$ cat config.mk
export PLATFORM = sky130hd
export DESIGN_NAME = load_store_unit
export DESIGN_NICKNAME = d
export VERILOG_FILES = /design/src/rtl/lsu_pkg.sv /design/src/rtl/lsu_byte_assembler.sv /design/src/rtl/load_store_unit.sv
export SDC_FILE = /design/constraint.sdc
export NUM_CORES = 1
export LEC_CHECK = 0
export ABC_AREA = 1
export CAP_MARGIN = 10
export CORE_MARGIN = 1
export CORE_UTILIZATION = 49
export CTS_BUF_LIST = sky130_fd_sc_hd__clkbuf_4 sky130_fd_sc_hd__clkbuf_8
export CTS_CLUSTER_SIZE = 24
export DETAILED_ROUTE_END_ITERATION = 7
export PLACE_DENSITY = 0.79
export SLEW_MARGIN = 0
export SYNTH_ARGS = -nofsm -noshare
export SYNTH_HDL_FRONTEND = slang
export SYNTH_SLANG_ARGS = --single-unit
$ cat constraint.sdc
create_clock -name clk -period 3.5 [get_ports clk]
set_clock_uncertainty 0.2 [all_clocks]
set_input_delay 0.7 -clock clk [delete_from_list [all_inputs] [get_ports clk]]
set_output_delay 0.7 -clock clk [all_outputs]
set_load 0.01 [all_outputs]
$ cat src/rtl/lsu_pkg.sv
// lsu_pkg: shared encodings for the load/store unit.
// funct3 and memory-mode constants, FSM state type and the size decode helpers.
// LSU_MISALIGN_TRAP_EN removes the SPLIT state from the state type.
package lsu_pkg;

  // RISC-V funct3 encodings for loads and stores
  localparam logic [2:0] F3_LB  = 3'b000;
  localparam logic [2:0] F3_LH  = 3'b001;
  localparam logic [2:0] F3_LW  = 3'b010;
  localparam logic [2:0] F3_LBU = 3'b100;
  localparam logic [2:0] F3_LHU = 3'b101;
  localparam logic [2:0] F3_SB  = 3'b000;
  localparam logic [2:0] F3_SH  = 3'b001;
  localparam logic [2:0] F3_SW  = 3'b010;

  // Data memory mode encodings
  localparam logic [2:0] MODE_W  = 3'b000;
  localparam logic [2:0] MODE_HU = 3'b001;
  localparam logic [2:0] MODE_BU = 3'b010;
  localparam logic [2:0] MODE_HS = 3'b011;
  localparam logic [2:0] MODE_BS = 3'b100;

  typedef enum logic [1:0] {
    ST_IDLE,
    ST_ACCESS,
    ST_RESP
`ifndef LSU_MISALIGN_TRAP_EN
    , ST_SPLIT
`endif
  } lsu_state_e;

  typedef enum logic [1:0] {
    SZ_B   = 2'b00,
    SZ_H   = 2'b01,
    SZ_W   = 2'b10,
    SZ_BAD = 2'b11
  } lsu_size_e;

  function automatic lsu_size_e decode_size(input logic [2:0] f3);
    return lsu_size_e'(f3[1:0]);
  endfunction

  // Access width in bytes; zero for the illegal size so the range check stays benign
  function automatic logic [2:0] size_bytes(input lsu_size_e sz);
    case (sz)
      SZ_B:    return 3'd1;
      SZ_H:    return 3'd2;
      SZ_W:    return 3'd4;
      default: return 3'd0;
    endcase
  endfunction

  // Translate a single aligned access into the memory's mode encoding
  function automatic logic [2:0] mem_mode_of(input logic we, input logic [2:0] f3);
    if (we) begin
      case (f3)
        F3_SB:   return MODE_BU;
        F3_SH:   return MODE_HU;
        F3_SW:   return MODE_W;
        default: return MODE_W;
      endcase
    end else begin
      case (f3)
        F3_LB:   return MODE_BS;
        F3_LBU:  return MODE_BU;
        F3_LH:   return MODE_HS;
        F3_LHU:  return MODE_HU;
        F3_LW:   return MODE_W;
        default: return MODE_W;
      endcase
    end
  endfunction

endpackage

$ cat src/rtl/lsu_byte_assembler.sv
// lsu_byte_assembler: load-data lane register plus final sign/zero extension.
// A whole word is captured for single accesses, one byte lane per beat for split ones.
// o_data is the extended value including this cycle's capture, so the parent can
// register the response on the same edge that closes the last memory cycle.
module lsu_byte_assembler
  import lsu_pkg::*;
(
  input  logic        clk,
  input  logic        rst,
  input  logic        i_cap_word,
  input  logic        i_cap_byte,
  input  logic [1:0]  i_lane,
  input  lsu_size_e   i_size,
  input  logic        i_unsigned,
  input  logic [31:0] i_rdata,
  output logic [31:0] o_data
);

  logic [31:0] r_lanes;
  logic [31:0] w_lanes_next;

  genvar gi;
  generate
    for (gi = 0; gi < 4; gi++) begin : g_lane
      assign w_lanes_next[8*gi +: 8] =
        i_cap_word                               ? i_rdata[8*gi +: 8] :
        (i_cap_byte && (i_lane == 2'(gi)))       ? i_rdata[7:0]       :
                                                   r_lanes[8*gi +: 8];
    end
  endgenerate

  // Hold the captured lanes between beats
  always_ff @(posedge clk) begin
    if (!rst) r_lanes <= '0;
    else      r_lanes <= w_lanes_next;
  end

  // Extend the assembled value to 32 bits by access size and signedness
  always_comb begin
    o_data = w_lanes_next;
    case (i_size)
      SZ_B:    o_data = {{24{~i_unsigned & w_lanes_next[7]}},  w_lanes_next[7:0]};
      SZ_H:    o_data = {{16{~i_unsigned & w_lanes_next[15]}}, w_lanes_next[15:0]};
      default: o_data = w_lanes_next;
    endcase
  end

endmodule

$ cat src/rtl/load_store_unit.sv
// load_store_unit: initiator side of the byte-addressed data memory port.
// Decodes one load/store, checks legality and range, issues one aligned access
// or a sequence of byte beats, and returns a one-cycle response.
// Build option LSU_MISALIGN_TRAP_EN: misaligned halves/words are errors and
// the byte-beat SPLIT path is not built.
module load_store_unit
  import lsu_pkg::*;
#(
  parameter int ADDR_LIMIT = 4096,
  parameter int ADDR_W     = 32
) (
  input  logic              clk,
  input  logic              rst,
  input  logic              req_valid,
  output logic              req_ready,
  input  logic              req_we,
  input  logic [2:0]        req_funct3,
  input  logic [ADDR_W-1:0] req_addr,
  input  logic [31:0]       req_wdata,
  output logic              rsp_valid,
  output logic [31:0]       rsp_rdata,
  output logic              rsp_err,
  output logic              mem_read,
  output logic              mem_write,
  output logic [2:0]        mem_mode,
  output logic [ADDR_W-1:0] mem_addr,
  output logic [31:0]       mem_wdata,
  input  logic [31:0]       mem_rdata
);

  lsu_state_e        r_state;
  logic              r_we;
  logic [2:0]        r_f3;
  logic              r_rsp_valid;
  logic [31:0]       r_rsp_rdata;
  logic              r_rsp_err;
  logic              r_mem_read;
  logic              r_mem_write;
  logic [2:0]        r_mem_mode;
  logic [ADDR_W-1:0] r_mem_addr;
  logic [31:0]       r_mem_wdata;

  // Request decode, evaluated against the live request while IDLE
  lsu_size_e         w_req_size;
  logic              w_req_illegal;
  logic [ADDR_W:0]   w_req_end;
  logic              w_req_oob;
  logic              w_req_misaligned;
  logic              w_req_err;
  logic [2:0]        w_req_mode;

  assign w_req_size       = decode_size(req_funct3);
  assign w_req_illegal    = (req_funct3[1:0] == 2'b11)
                          | (~req_we & (req_funct3 == 3'b110))
                          | (req_we & req_funct3[2]);
  // One extra bit so an address near the top of the space cannot wrap past the limit
  assign w_req_end        = {1'b0, req_addr} + (ADDR_W+1)'(size_bytes(w_req_size));
  assign w_req_oob        = w_req_end > (ADDR_W+1)'(ADDR_LIMIT);
  assign w_req_misaligned = ((w_req_size == SZ_H) & req_addr[0])
                          | ((w_req_size == SZ_W) & (req_addr[1:0] != 2'b00));
`ifdef LSU_MISALIGN_TRAP_EN
  assign w_req_err        = w_req_illegal | w_req_oob | w_req_misaligned;
`else
  assign w_req_err        = w_req_illegal | w_req_oob;
`endif
  assign w_req_mode       = mem_mode_of(req_we, req_funct3);

  lsu_size_e   w_size;
  logic        w_cap_word;
  logic        w_cap_byte;
  logic [1:0]  w_lane;
  logic [31:0] w_asm_data;

  assign w_size     = decode_size(r_f3);
  assign w_cap_word = (r_state == ST_ACCESS) & ~r_we;

`ifndef LSU_MISALIGN_TRAP_EN
  // Byte-beat bookkeeping for split accesses
  logic [ADDR_W-1:0] r_addr;
  logic [31:0]       r_wdata;
  logic [1:0]        r_beat;
  logic [1:0]        w_beat_next;
  logic [1:0]        w_last_beat;
  logic              w_split_done;
  logic [ADDR_W-1:0] w_beat_addr_next;
  logic [7:0]        w_beat_byte_next;

  assign w_beat_next      = r_beat + 2'd1;
  assign w_last_beat      = (w_size == SZ_H) ? 2'd1 : 2'd3;
  assign w_split_done     = (r_beat == w_last_beat);
  assign w_beat_addr_next = r_addr + ADDR_W'(w_beat_next);
  assign w_beat_byte_next = r_wdata[{w_beat_next, 3'b000} +: 8];
  assign w_cap_byte       = (r_state == ST_SPLIT) & ~r_we;
  assign w_lane           = r_beat;
`else
  assign w_cap_byte       = 1'b0;
  assign w_lane           = 2'b00;
`endif

  lsu_byte_assembler u_asm (
    .clk        (clk),
    .rst        (rst),
    .i_cap_word (w_cap_word),
    .i_cap_byte (w_cap_byte),
    .i_lane     (w_lane),
    .i_size     (w_size),
    .i_unsigned (r_f3[2]),
    .i_rdata    (mem_rdata),
    .o_data     (w_asm_data)
  );

  // Control FSM; every memory and response output is registered here
  always_ff @(posedge clk) begin
    if (!rst) begin
      r_state     <= ST_IDLE;
      r_we        <= 1'b0;
      r_f3        <= 3'b000;
      r_rsp_valid <= 1'b0;
      r_rsp_rdata <= '0;
      r_rsp_err   <= 1'b0;
      r_mem_read  <= 1'b0;
      r_mem_write <= 1'b0;
      r_mem_mode  <= MODE_W;
      r_mem_addr  <= '0;
      r_mem_wdata <= '0;
`ifndef LSU_MISALIGN_TRAP_EN
      r_addr      <= '0;
      r_wdata     <= '0;
      r_beat      <= 2'd0;
`endif
    end else begin
      case (r_state)
        ST_IDLE: begin
          r_rsp_valid <= 1'b0;
          if (req_valid) begin
            r_we <= req_we;
            r_f3 <= req_funct3;
`ifndef LSU_MISALIGN_TRAP_EN
            r_addr  <= req_addr;
            r_wdata <= req_wdata;
            r_beat  <= 2'd0;
`endif
            if (w_req_err) begin
              r_state     <= ST_RESP;
              r_rsp_valid <= 1'b1;
              r_rsp_err   <= 1'b1;
              r_rsp_rdata <= '0;
            end else begin
              r_mem_read  <= ~req_we;
              r_mem_write <= req_we;
              r_mem_addr  <= req_addr;
`ifndef LSU_MISALIGN_TRAP_EN
              if (w_req_misaligned) begin
                r_state     <= ST_SPLIT;
                r_mem_mode  <= MODE_BU;
                r_mem_wdata <= {24'b0, req_wdata[7:0]};
              end else
`endif
              begin
                r_state     <= ST_ACCESS;
                r_mem_mode  <= w_req_mode;
                r_mem_wdata <= req_wdata;
              end
            end
          end
        end

        ST_ACCESS: begin
          r_mem_read  <= 1'b0;
          r_mem_write <= 1'b0;
          r_mem_mode  <= MODE_W;
          r_mem_addr  <= '0;
          r_mem_wdata <= '0;
          r_state     <= ST_RESP;
          r_rsp_valid <= 1'b1;
          r_rsp_err   <= 1'b0;
          r_rsp_rdata <= r_we ? 32'd0 : w_asm_data;
        end

`ifndef LSU_MISALIGN_TRAP_EN
        ST_SPLIT: begin
          if (w_split_done) begin
            r_mem_read  <= 1'b0;
            r_mem_write <= 1'b0;
            r_mem_mode  <= MODE_W;
            r_mem_addr  <= '0;
            r_mem_wdata <= '0;
            r_state     <= ST_RESP;
            r_rsp_valid <= 1'b1;
            r_rsp_err   <= 1'b0;
            r_rsp_rdata <= r_we ? 32'd0 : w_asm_data;
          end else begin
            r_beat      <= w_beat_next;
            r_mem_addr  <= w_beat_addr_next;
            r_mem_wdata <= {24'b0, w_beat_byte_next};
          end
        end
`endif

        ST_RESP: begin
          r_rsp_valid <= 1'b0;
          r_rsp_err   <= 1'b0;
          r_state     <= ST_IDLE;
        end

        default: r_state <= ST_IDLE;
      endcase
    end
  end

  assign req_ready = (r_state == ST_IDLE);
  assign rsp_valid = r_rsp_valid;
  assign rsp_rdata = r_rsp_rdata;
  assign rsp_err   = r_rsp_err;
  assign mem_read  = r_mem_read;
  assign mem_write = r_mem_write;
  assign mem_mode  = r_mem_mode;
  assign mem_addr  = r_mem_addr;
  assign mem_wdata = r_mem_wdata;

endmodule

==> Yosys cells after proc, flatten, opt, wreduce, memory -nomap -nowiden <==
Index checks and enable logic that the tools add are counted.
{ "totals": {"ff_bits": 207, "in_bits": 103, "output_inout_bits": 104, "word_cells": 130} }
{ "classes": {"add_sub_neg": 3, "magnitude_cmp": 1, "eq_ne": 20, "n_shift": 1, "mux": 55, "n_bitwise": 15, "n_reduce_logical": 20} }
{ "ops": {"columns": ["cell", "count"], "rows": [
  ["32-bit 2-to-1 mux", 10],
  ["32-bit case mux with 3 select lines", 3],
  ["8-bit 2-to-1 mux", 9],
  ["32-bit case mux with 2 select lines", 1],
  ["32-bit by 3-bit adder with 33-bit output", 1],
  ["33-bit by 13-bit > comparator with 1-bit output (second input constant)", 1],
  ["32-bit by 2-bit adder with 32-bit output", 1],
  ["32-bit by 6-bit variable part select with 8-bit output", 1],
  ["3-bit case mux with 3 select lines", 2],
  ["3-bit 2-to-1 mux", 5],
  ["2-bit 2-to-1 mux", 7],
  ["2-bit equality test (second input constant)", 6],
  ["3-bit case mux with 4 select lines", 1],
  ["1-bit 2-to-1 mux", 10],
  ["3-bit equality test (second input constant)", 3],
  ["1-bit case mux with 3 select lines", 3],
  ["3-bit AND reduction", 3],
  ["1-bit AND", 8],
  ["2-bit by 1-bit equality test with 1-bit output (second input constant)", 4],
  ["2-bit logical NOT", 4],
  ["2-bit inequality test (second input constant)", 4],
  ["2-bit case mux with 2 select lines", 2],
  ["2-bit case mux with 4 select lines", 1],
  ["4-bit AND reduction", 2],
  ["other kinds (13)", 23]
]} }

==> Logic depth before layout (Yosys ltp) <==
Gate-level depths: netlist of the first run.
{ "logic_depth": {"ltp_word": 10, "depth_mapped": 21, "mapped_depth_nobuf": 19} }

==> Modules after synthesis <==
From an unflattened synthesis of the first run, not the netlist that was laid out.
{ "hier_totals": {"hier_cells": 1712, "area_unflattened_um2": 11187.0} }
{ "modules_own_cells": {"columns": ["mod", "instances", "cells_each", "area_per_inst_um2", "seq_area_each_um2"], "rows": [
  ["load_store_unit", 1, 1413, 9140.0, 3503.4],
  ["lsu_byte_assembler", 1, 299, 2047.0, 640.6]
]} }

==> Worst setup path after synthesis of the first run <==
Ideal clock, no wire load.
{ "synth_path": {"path_kind": "register -> register", "start": "register r_beat[0]", "end": "register r_mem_addr[28] (netlist: mem_addr[28])", "setup_ns": 0.070, "arrival_time_ns": 3.366, "required_ns": 3.230, "slack_ns": -0.136, "stages_incl_launch_ff": 19, "path_buffers": 3, "period_less_slack_ns": 3.636, "cell_sequence": "dfxtp_1 inv_1 clkbuf_1 clkbuf_1 ha_1 clkbuf_1 inv_1 fa_1 nor3_1 nand4_1 inv_1 nand2_1 nor2_1 nand2_1 inv_1 nand2_1 a21oi_1 o21ai_0 a21oi_1"} }
{ "synth_via": {"elab_chain_cells": 4, "elab_cells_between_ends": 5, "classes_between": "add/sub (2); eq/ne (1); mux (2)"} }
{ "synth_lines": {"columns": ["element", "line_no", "text"], "rows": [
  ["from (decl)", "load_store_unit.sv:81", "logic [1:0] r_beat;"],
  ["from (signal assigned)", "load_store_unit.sv:193", "r_beat <= w_beat_next;"],
  ["2-bit by 1-bit adder with 2-bit output", "load_store_unit.sv:88", "assign w_beat_next = r_beat + 2'd1;"],
  ["32-bit by 2-bit adder with 32-bit output", "load_store_unit.sv:91", "assign w_beat_addr_next = r_addr + ADDR_W'(w_beat_next);"],
  ["32-bit 2-to-1 mux (*)", "load_store_unit.sv:182", "if (w_split_done) begin"],
  ["32-bit case mux with 3 select lines (*)", "load_store_unit.sv:132", "case (r_state)"],
  ["to (signal assigned)", "load_store_unit.sv:151", "r_mem_addr <= req_addr;"],
  ["to (signal assigned)", "load_store_unit.sv:194", "r_mem_addr <= w_beat_addr_next;"],
  ["to (decl)", "load_store_unit.sv:40", "logic [ADDR_W-1:0] r_mem_addr;"]
]} }
Mark *: on every way between the ends. The rest lies on a longest branch, timed or not.
A chain may end at the register's enable or synchronous reset.

==> Worst setup path in the final report of the first run <==
{ "layout_path": {"start": "input req_addr[0]", "end": "register r_mem_wdata[23] (netlist: mem_wdata[23])"} }
{ "layout_via": {"elab_chain_cells": 7, "elab_cells_between_ends": 13, "classes_between": "add/sub (1); order compare (1); eq/ne (1); mux (4); bitwise (4); reduce/logical (2)"} }
{ "layout_lines": {"columns": ["element", "line_no", "text"], "rows": [
  ["from (decl)", "load_store_unit.sv:18", "input logic [ADDR_W-1:0] req_addr,"],
  ["branches (longest 7 deep; another with 32-bit by 3-bit adder with 33-bit output)", null, null],
  ["to (signal assigned)", "load_store_unit.sv:156", "r_mem_wdata <= {24'b0, req_wdata[7:0]};"],
  ["to (signal assigned)", "load_store_unit.sv:162", "r_mem_wdata <= req_wdata;"],
  ["to (signal assigned)", "load_store_unit.sv:195", "r_mem_wdata <= {24'b0, w_beat_byte_next};"],
  ["to (decl)", "load_store_unit.sv:41", "logic [31:0] r_mem_wdata;"]
]} }
Several ways; the timed one is not identified. The select of a mux whose other input is x is not followed.

==> impl_metrics.json, run 1 <==
{
  "drc_errors": 0,
  "die_h_um": 149.5,
  "wirelength_um": 34540,
  "multi_input_area_um2": 5754,
  "status": "finished, final reports clean",
  "cts_sinks": 207,
  "antenna_found_initial": 1,
  "post-route-period-util_pct": 94.17,
  "period_minus_slack_ns": 3.296,
  "clockRootBuffer": "clkbuf_8",
  "port_buffers": 206,
  "grt_max_degree": 97,
  "clock_latency_ns": 0.51,
  "fin_area_um2": 14210,
  "end_kind": "flop",
  "ys_ff_latch": 207,
  "rows": 53,
  "cts_buffers": 34,
  "dpl-instance-area_um2": 13290,
  "core_area_um2": 21150,
  "setup_viol": 0,
  "synthArstFlopShare_pct": 0,
  "die_x_um": 149.5,
  "crit_type": "primary input to flop",
  "setup_ws_ns": 0.2040,
  "h-tree-depth": 2,
  "drtIter0Drc": 964,
  "synth-xor-area-share_pct": 0.5748,
  "ys.flop_type": "dfxtp_1",
  "ir_drop_uv": 224.7,
  "routedWlPerCell_um": 15.82,
  "grt_pass1_vias": 10560,
  "tritoncts": "done",
  "ioPinCount": 207,
  "arrival_ns": 3.55,
  "fin_hold_ws_ns": 0.2618,
  "syn_nets": 1771,
  "synthTopCellsByArea": "dfxtp_1, nand2_1, nor2_1",
  "p_leak_nw": 5.924,
  "ys_seq_area_share_pct": 38.85,
  "vias_per_cell": 5.466,
  "yosys_warnings": 0,
  "slew_viol_final": 0,
  "max_freq_mhz": 303.4,
  "synth_commonest_cells": "nand2_1, nor2_1, dfxtp_1, nand3_1, o21ai_0",
  "track_usage_pct": 29.40,
  "synth_cell_types": 41,
  "antenna_left": 0,
  "grt_pass1_wl_um": 52750,
  "clock_path_buffers": 3,
  "clk_pin_slew_ns": 0.06,
  "synth.most_common_cell": "nand2_1",
  "pre_cts_ws_ns": -0.4831,
  "synth_top_area_cell": "dfxtp_1",
  "synth_adder_area_share_pct": 1.431,
  "synth_cells": 1657,
  "cp.required_ns": 3.76,
  "die_area_um2": 22360,
  "gp_congestion": 0.9450,
  "regArea_um2": 4144,
  "synth_top_family_by_area": "simple AND/OR/NAND/NOR gates",
  "dp_hpwl_um": 24110,
  "start_kind": "primary input",
  "nets": 2000,
  "synth.avg_cell_area_um2": 6.437,
  "path_max_fanout": 21,
  "tightestPinTransition_ns": 0.7482,
  "yosys.area_share.simple_pct": 35.26,
  "hold_buffers": 0,
  "muxShareOfSynthArea_pct": 0,
  "synth-edff-count": 0,
  "reg2reg_slack_ns": 0.23,
  "drt_pass1_iterations": 5,
  "yosysTopAreaCellShare_pct": 38.85,
  "hold_violations": 0,
  "power_density_nw_per_um2": 378.5,
  "via_count": 11930,
  "syn2layout_area_growth_pct": 33.23,
  "fillCellCount": 1890,
  "synth_compound_area_share_pct": 15.78,
  "start_util_pct": 50.42,
  "timing.max_cap.violations": 0,
  "grt_overflow": 0,
  "synth_area_um2": 10670,
  "min_path_type": "flop to flop",
  "drive_above_1_share_pct": 9.386,
  "slew_headroom_pct": 50.05,
  "power_mw": 5.379
}
-- per-stage QoR --
stage	setup TNS (ns)	instances	util, %
3_5_place_dp	-43.97	2117	62.80
5_1_grt	-0.05819	2182	67.17
3_3_place_gp	-34.98	2117	62.80
2_1_floorplan	0	1657	-
4_1_cts	0	2174	66.08
6_report	0	2183	67.18
-- cell type report --
type	instances	area share [%]
Inverter	123	3.249
Clock inverter	5	0.2377
Timing Repair Buffer	283	19.78
Sequential cell	207	29.16
Clock buffer	52	4.640
Tap cell	275	2.421
Multi-Input combinational cell	1237	40.49
Antenna cell	1	0.01761
-- where the power goes --
part           switching (mW)  total (mW)  internal, mW
registers              0.0607        2.50          2.44
logic                   0.420       0.725         0.305
clock network           0.952        2.15          1.20
total                    1.43        5.38          3.95
-- path summary, 6_finish.rpt --
check,start,to,cells past startpoint
worst min-delay path,mem_addr[23],mem_addr[23],2
worst min register to register,mem_addr[23],mem_addr[23],2
worst max register to register,r_beat[1],mem_addr[28],15
worst max-delay path,req_addr[0],mem_wdata[23],20
-- timing repair --
item	CTS	global route
setup endpoints to repair	0	105
resized for setup	0	25
setup buffers	0	4
-- layout by cell type (no fill, tap or decap), types with 3 or more instances in the layout --
master and count:
nand3_1 162, o22ai_1 8, nand2_2 8, clkinv_2 3
nand3b_1 7, o211ai_1 4, o21ai_0 154, clkbuf_8 43
dfxtp_1 207, a211oi_1 3, nand4_1 15, clkbuf_4 9
nand2_1 372, nor2_1 284, a22oi_1 10, buf_4 65
inv_2 7, xor2_1 4, inv_1 115, ha_1 7
nor4_1 4, a32oi_1 3, a21oi_1 119, clkdlybuf4s50_1 203
and2_1 3, nor2_4 7, buf_12 9, o21ai_1 9
xnor2_1 3, clkbuf_16 3, or2_2 3, nor3_1 19
nor2_2 10
-- cell families after synthesis --
family / Yosys count
AOI/OAI and AO/OA: 319
xor gates and xnor gates: 7
adders and majority gates: 11
buffers and inverters: 213
DFF: 207
and+or+nand+nor: 900
-- worst max-delay path, stage by stage --
cell and delay, ns:
clkdlybuf4s50_1 0.50, ha_2 0.21, fa_2 0.21, nand3_1 0.08
nand2_1 0.12, nand2_2 0.12, nor2_4 0.16, nand2_1 0.07
nand2_1 0.07, nand2_1 0.05, nor2_1 0.08, nand4_1 0.11
nor2_2 0.16, nand3_2 0.14, nand2_4 0.16, buf_12 0.12
buf_12 0.09, clkbuf_16 0.17, a21oi_1 0.07, nor2_1 0.13
-- flip-flops by register name, summed over array words and instances, names as in the netlist, 2 cells and up --
register       count
mem_addr          32
mem_wdata         32
r_addr            32
r_wdata           32
rsp_rdata         32
u_asm.r_lanes     32
mem_mode           3
r_f3               3
r_beat             2
r_state            2
-- layer usage --
metal / track usage (%) / part of all wire [%] / up-vias
li1: - / - / 5871
met1: 41.30 / 43 / 5432
met2: 46.41 / 46 / 568
met3: 3.841 / 8.9 / 62
met4: 9.388 / 2.4 / 0
met5: 0 / 0 / -
No activity file was read; power rests on OpenSTA's default activity.
==> inputs of run 2 (changes only) <==
--- a/config.mk
+++ b/config.mk
@@ -13,6 +13,7 @@
 export CTS_CLUSTER_SIZE = 24
 export DETAILED_ROUTE_END_ITERATION = 7
 export PLACE_DENSITY = 0.79
+export SETUP_SLACK_MARGIN = 0.3
 export SLEW_MARGIN = 0
 export SYNTH_ARGS = -nofsm -noshare
 export SYNTH_HDL_FRONTEND = slang
==> run 2 against run 1 <==
Largest power group unchanged. Global-route usage increased by 0.60 points. Setup slack improved by 0.25 ns. Critical path depth decreased by 3. Core utilization increased by 1.1 points.
==> impl_metrics.json, run 2 (same netlist as run 1, synthesis figures left out) <==
{
  "end_kind": "flop",
  "vias_per_cell": 5.500,
  "cts_sinks": 207,
  "p_sw_share_pct": 26.10,
  "setup_viol": 0,
  "tightestPinTransition_ns": 0.6304,
  "drt_pass1_iterations": 6,
  "cts_buffers": 36,
  "seqPwrFrac_pct": 44.9,
  "final_common_cell": "nand2_1",
  "r2r-end": "mem_addr[27]",
  "drtIter0Drc": 885,
  "reg2reg_from": "r_beat[1]",
  "grt_pass1_wl_um": 53560,
  "tritoncts": "done",
  "critPathCapture": "mem_addr[6]",
  "syn2layout_area_growth_pct": 35.38,
  "critical_path.startpoint": "req_addr[27]",
  "slew_viol_final": 0,
  "clk_pin_slew_ns": 0.05,
  "grt_pass1_vias": 10630,
  "clock_latency_ns": 0.52,
  "wirelength_um": 34670,
  "antenna_left": 0,
  "rsz0062_at_grt": "true",
  "port_buffers": 206,
  "clock_path_buffers": 3,
  "power_density_nw_per_um2": 386.0,
  "gp_congestion": 0.9139,
  "p_int_mw": 4.119,
  "hold_violations": 0,
  "grt_overflow": 0,
  "clockRootBuffer": "clkbuf_8",
  "timing.max_cap.violations": 0,
  "core_area_um2": 21150,
  "final_util_pct": 68.26,
  "dp_hpwl_um": 24170,
  "setup_ws_ns": 0.4578,
  "post-route-period-util_pct": 86.92,
  "slew_headroom_pct": 57.82,
  "rows": 53,
  "tns_ns": 0,
  "antenna_found_initial": 0,
  "p_sw_mw": 1.455,
  "fillCellCount": 1839,
  "start_util_pct": 50.42,
  "use_met3_pct": 4.207,
  "fin_cells": 2196,
  "status": "finished, final reports clean",
  "layout_common_cells": "nand2_1, nor2_1, dfxtp_1, clkdlybuf4s50_1, nand3_1",
  "combPwrFrac_pct": 13.3,
  "nets": 2011,
  "via_count": 12080,
  "die_x_um": 149.5,
  "pre_cts_ws_ns": -0.5510,
  "reg2regPathDepth": 13,
  "die_area_um2": 22360,
  "h-tree-depth": 2,
  "ioPinCount": 207,
  "p_leak_nw": 6.000,
  "clkPwrFrac_pct": 41.8,
  "grt.met1_usage_pct": 41.00,
  "drive_above_1_share_pct": 11.24,
  "period_minus_slack_ns": 3.042,
  "min_path_type": "flop to flop",
  "ir_drop_uv": 207.4,
  "power_mw": 5.574,
  "grt_max_degree": 96,
  "cp.required_ns": 3.75,
  "track_usage_pct": 30.01,
  "path_max_fanout": 14,
  "start_kind": "primary input",
  "dp_cells": 2125,
  "busiest_layer": "met2",
  "crit_type": "primary input to flop",
  "antenna_cells": 0,
  "use_met2_pct": 48.24,
  "drc_errors": 0,
  "reg2reg_slack_ns": 0.51,
  "die_h_um": 149.5,
  "routedWlPerCell_um": 15.79,
  "arrival_ns": 3.30,
  "max_freq_mhz": 328.7
}
==> run 2: cell types whose count changed in the layout (fill, tap and decap cells not counted), sizes merged, moves of 3 or more <==
| cell | delta |
|---|---|
| clkbuf | +6 |
| clkdlybuf4s50 | -3 |
| buf | +11 |
| clkinv | -3 |
==> run 2: repair_timing <==
action / in CTS / in global routing
setup endpoints to repair: 103 / 103
hold buffers: 0 / 0
gates cloned: 3 / 0
pin swaps: 8 / 12
gates resized for setup: 22 / 36
setup buffers: 4 / 2
==> run 2: cell type report <==
| type | count | area, um2 | area share [%] |
|---|---|---|---|
| clock inverter | 3 | 46.29 | 0.3206 |
| clock buffer | 59 | 718.2 | 4.974 |
| multi-input combinational | 1237 | 5847 | 40.49 |
| timing repair buffer | 292 | 2877 | 19.92 |
| tap | 275 | 344.1 | 2.383 |
| sequential | 207 | 4146 | 28.72 |
| inverter | 123 | 461.7 | 3.197 |
==> run 2: metal layers <==
metal / share of wire, % / up-vias / wire, um
met4: 2.7 / 0 / 919
met3: 8.7 / 77 / 3032
li1: - / 5893 / -
met2: 46 / 591 / 15830
met1: 43 / 5516 / 14890
met5: 0 / - / 0
==> run 2: power groups by stage <==
stage	clock network, mW	registers (mW)	logic, mW
floorplan	0	2.54	0.364
global placement	0	2.55	0.702
detailed placement	0	2.55	0.709
CTS	2.36	2.50	0.719
global route	2.48	2.51	0.811
finish	2.33	2.50	0.742
==> run 2: metrics by stage <==
stage / hold WS, ns / instance area [um2]
6_report: 0.2589 / 14440
3_5_place_dp: 0.2536 / 13360
3_3_place_gp: 0.2482 / 13360
2_1_floorplan: 0.2441 / 10690
4_1_cts: 0.2625 / 14330
5_1_grt: 0.2850 / 14440
==> run 2: worst min path at each step <==
stage                     depth (start not counted)  slack (ns)         start            to
after detailed placement                          2        0.25      mem_read      mem_read
after global routing                              2        0.29  mem_addr[17]  mem_addr[17]
after global placement                            2        0.25  mem_addr[21]  mem_addr[21]
after CTS                                         2        0.26  mem_addr[19]  mem_addr[19]
final                                             2        0.26  mem_addr[19]  mem_addr[19]
after floorplan                                   2        0.24     r_addr[6]     r_addr[6]
==> run 2: worst max-delay path, cell delays in order <==
cell,delay [ns]
clkdlybuf4s50_1,0.63
nand2_1,0.13
nor2_1,0.16
nand2_1,0.08
nor2_1,0.17
nand2_1,0.07
nand2_1,0.06
nand3_1,0.08
nor2_1,0.11
nand3_1,0.13
nor2_4,0.17
nand3_4,0.11
nand2_8,0.13
buf_12,0.12
bufbuf_16,0.27
a21oi_1,0.06
nor2_1,0.11
==> inputs of run 3 (changes only) <==
==> constraint.sdc (replaced) <==
create_clock -name clk -period 3.5 [get_ports clk]
set_clock_uncertainty 0.2 [all_clocks]
set_input_delay 0.7 -clock clk [delete_from_list [all_inputs] [get_ports clk]]
set_output_delay 0.7 -clock clk [all_outputs]
set_load 0.1 [all_outputs]
==> run 3 against run 2 <==
Design area fell by 3.1%. Fmax fell by 0.68%. Critical path depth rose by 1. Critical endpoint is now mem_read. Cell count fell by 0.41%. Register-to-register slack got worse by 0.04 ns. Sequential share of layout area rose by 0.92 points. Worst hold slack improved by 0.0041 ns. Sequential cell count did not move. Power fell by 0.23%. Largest power group unchanged. Global-route usage fell by 0.11 points. First-iteration DRC count rose by 3.1%.
==> impl_metrics.json, run 3 (same netlist as run 1, synthesis figures left out) <==
{
  "h-tree-depth": 2,
  "antenna_cells": 0,
  "arrival_ns": 3.25,
  "hold_buffers": 0,
  "clkPwrFrac_pct": 39.7,
  "slew_headroom_pct": 54.41,
  "rows": 53,
  "gp_congestion": 0.9182,
  "ir_drop_uv": 286.2,
  "crit_path_top_delay_cell": "clkdlybuf4s50_1",
  "combPwrFrac_pct": 15.3,
  "die_h_um": 149.5,
  "clockRootBuffer": "clkbuf_8",
  "setup_viol": 0,
  "post-route-period-util_pct": 87.51,
  "timing.max_cap.violations": 0,
  "cp.required_ns": 3.68,
  "tritoncts": "done",
  "drtIter0Drc": 912,
  "min_to": "mem_addr[29]",
  "reg2reg_slack_ns": 0.47,
  "die_x_um": 149.5,
  "wirelength_um": 34190,
  "fin_hold_ws_ns": 0.2630,
  "layout_common_cells": "nand2_1, nor2_1, dfxtp_1, buf_4, nand3_1",
  "crit_path_frequent_cell": "nand2_1",
  "clock_latency_ns": 0.53,
  "vias_per_cell": 5.412,
  "port_buffers": 206,
  "grt_pass1_vias": 10690,
  "fillCellCount": 1900,
  "start_util_pct": 50.42,
  "p_sw_share_pct": 28.91,
  "pre_cts_ws_ns": -0.5812,
  "antenna_found_initial": 0,
  "hold_violations": 0,
  "cts_sinks": 207,
  "dp_hpwl_um": 24650,
  "die_area_um2": 22360,
  "tightestPinTransition_ns": 0.6828,
  "core_area_um2": 21150,
  "max_freq_mhz": 326.5,
  "setup_ws_ns": 0.4370,
  "track_usage_pct": 29.90,
  "crit_chain": "clkdlybuf4s50_1 -> nand2_1 -> buf_4 -> nor2_1 -> nand2_1 -> nor2_1 -> nand3_1 -> nand2_1 -> nand2_1 -> nor2_1 -> nand3_1 -> nor2_2 -> nand3_2 -> nand2_4 -> buf_12 -> nand2_1 -> nand2_1 -> a21oi_1",
  "r2r-end": "mem_addr[30]",
  "p_sw_mw": 1.608,
  "power_density_nw_per_um2": 397.5,
  "final_common_cell": "nand2_1",
  "path_delay_family": "simple AND/OR/NAND/NOR gates",
  "grt_overflow": 0,
  "reg2reg_from": "r_beat[1]",
  "start_kind": "primary input",
  "end_kind": "flop",
  "reg2regPathDepth": 13,
  "syn2layout_area_growth_pct": 31.16,
  "drt_pass1_iterations": 6,
  "p_leak_nw": 6.152,
  "via_count": 11840,
  "path_max_fanout": 38,
  "ioPinCount": 207,
  "grt_pass1_wl_um": 53590,
  "multi_input_area_um2": 5831,
  "antenna_left": 0,
  "min_path_type": "flop to flop",
  "slew_viol_final": 0,
  "hold_path_depth": 2,
  "critPathMaxStageDelay_ns": 0.54,
  "regArea_um2": 4146,
  "nets": 2004,
  "clock_path_buffers": 3,
  "status": "finished, final reports clean",
  "grt_max_degree": 68,
  "drc_errors": 0,
  "drive_above_1_share_pct": 16.16,
  "cts_buffers": 37,
  "rsz0062_at_grt": "false",
  "routedWlPerCell_um": 15.63,
  "period_minus_slack_ns": 3.063,
  "crit_type": "primary input to flop",
  "p_int_mw": 3.954,
  "crit_buf_inv": 3,
  "clk_pin_slew_ns": 0.06,
  "hold_path_startpoint": "mem_addr[29]",
  "power_mw": 5.562,
  "seqPwrFrac_pct": 45.0
}
[run 3: cell count changes in the layout (fill, tap and decap cells not counted), sizes merged]
| cell | previous run | this run |
|---|---|---|
| dlymetal6s2s | 2 | 4 |
| clkinv | 1 | 6 |
| bufinv | 1 | 0 |
| clkbuf | 61 | 55 |
| bufbuf | 1 | 0 |
| clkdlybuf4s50 | 200 | 94 |
| buf | 86 | 183 |
| inv | 123 | 124 |
[run 3: metrics by stage]
stage / TNS (ns) / instance area (um2) / utilization (%) / instances
final: 0 / 13990 / 66.13 / 2187
after global routing: 0 / 13990 / 66.13 / 2187
after CTS: 0 / 13870 / 65.59 / 2185
after detailed placement: -51.16 / 13040 / 61.65 / 2120
after global placement: -40.89 / 13040 / 61.65 / 2120
after floorplan: 0 / 10700 / - / 1657
[run 3: worst max path at each step]
stage          cells past startpoint  slack, ns            end           from
2_1_floorplan                     18       0.30  rsp_rdata[21]  req_funct3[0]
3_3_place_gp                      20      -0.46  mem_wdata[24]  req_funct3[0]
3_5_place_dp                      20      -0.58    mem_addr[4]  req_funct3[0]
4_1_cts                           19       0.27       mem_read    req_addr[2]
5_1_grt                           19       0.27  mem_wdata[15]    req_addr[6]
6_report                          18       0.44       mem_read    req_addr[9]
[run 3: what timing repair did]
item | CTS | global route
buffers inserted | 2 | 2
pin swaps | 9 | 10
hold endpoints to repair | 0 | 0
gates cloned | 2 | 0
resized for setup | 19 | 34
setup endpoints to repair | 104 | 104
[run 3: power groups by stage]
stage,sequential [mW],combinational (mW),clock [mW]
2_1_floorplan,2.66,0.369,0
3_3_place_gp,2.55,0.817,0
6_report,2.50,0.850,2.21
4_1_cts,2.50,0.831,2.23
5_1_grt,2.51,0.922,2.35
3_5_place_dp,2.55,0.824,0
[run 3: layer usage]
layer / wire length [um] / vias up / track usage (%)
li1: - / 5883 / -
met1: 14810 / 5346 / 40.66
met2: 15250 / 537 / 47.50
met3: 3092 / 71 / 5.183
met4: 1033 / 0 / 10.26
met5: 0 / - / 0
[run 3: layout make-up]
type | instances | area share (%)
multi-input combinational | 1237 | 41.68
sequential | 207 | 29.64
clock inverter | 8 | 0.3756
inverter | 123 | 3.300
timing repair buffer | 284 | 17.82
clock buffer | 53 | 4.722
tap | 275 | 2.460
[run 3: worst register-to-register path, stage by stage (launching register included)]
cell	delay, ns
dfxtp_2	0.35
inv_1	0.09
ha_1	0.32
inv_2	0.10
fa_2	0.41
nor3_4	0.27
nand4_1	0.18
inv_2	0.12
nand4_1	0.20
nor2_2	0.22
nand3_1	0.11
a21oi_1	0.14
o21ai_0	0.11
a21oi_1	0.16
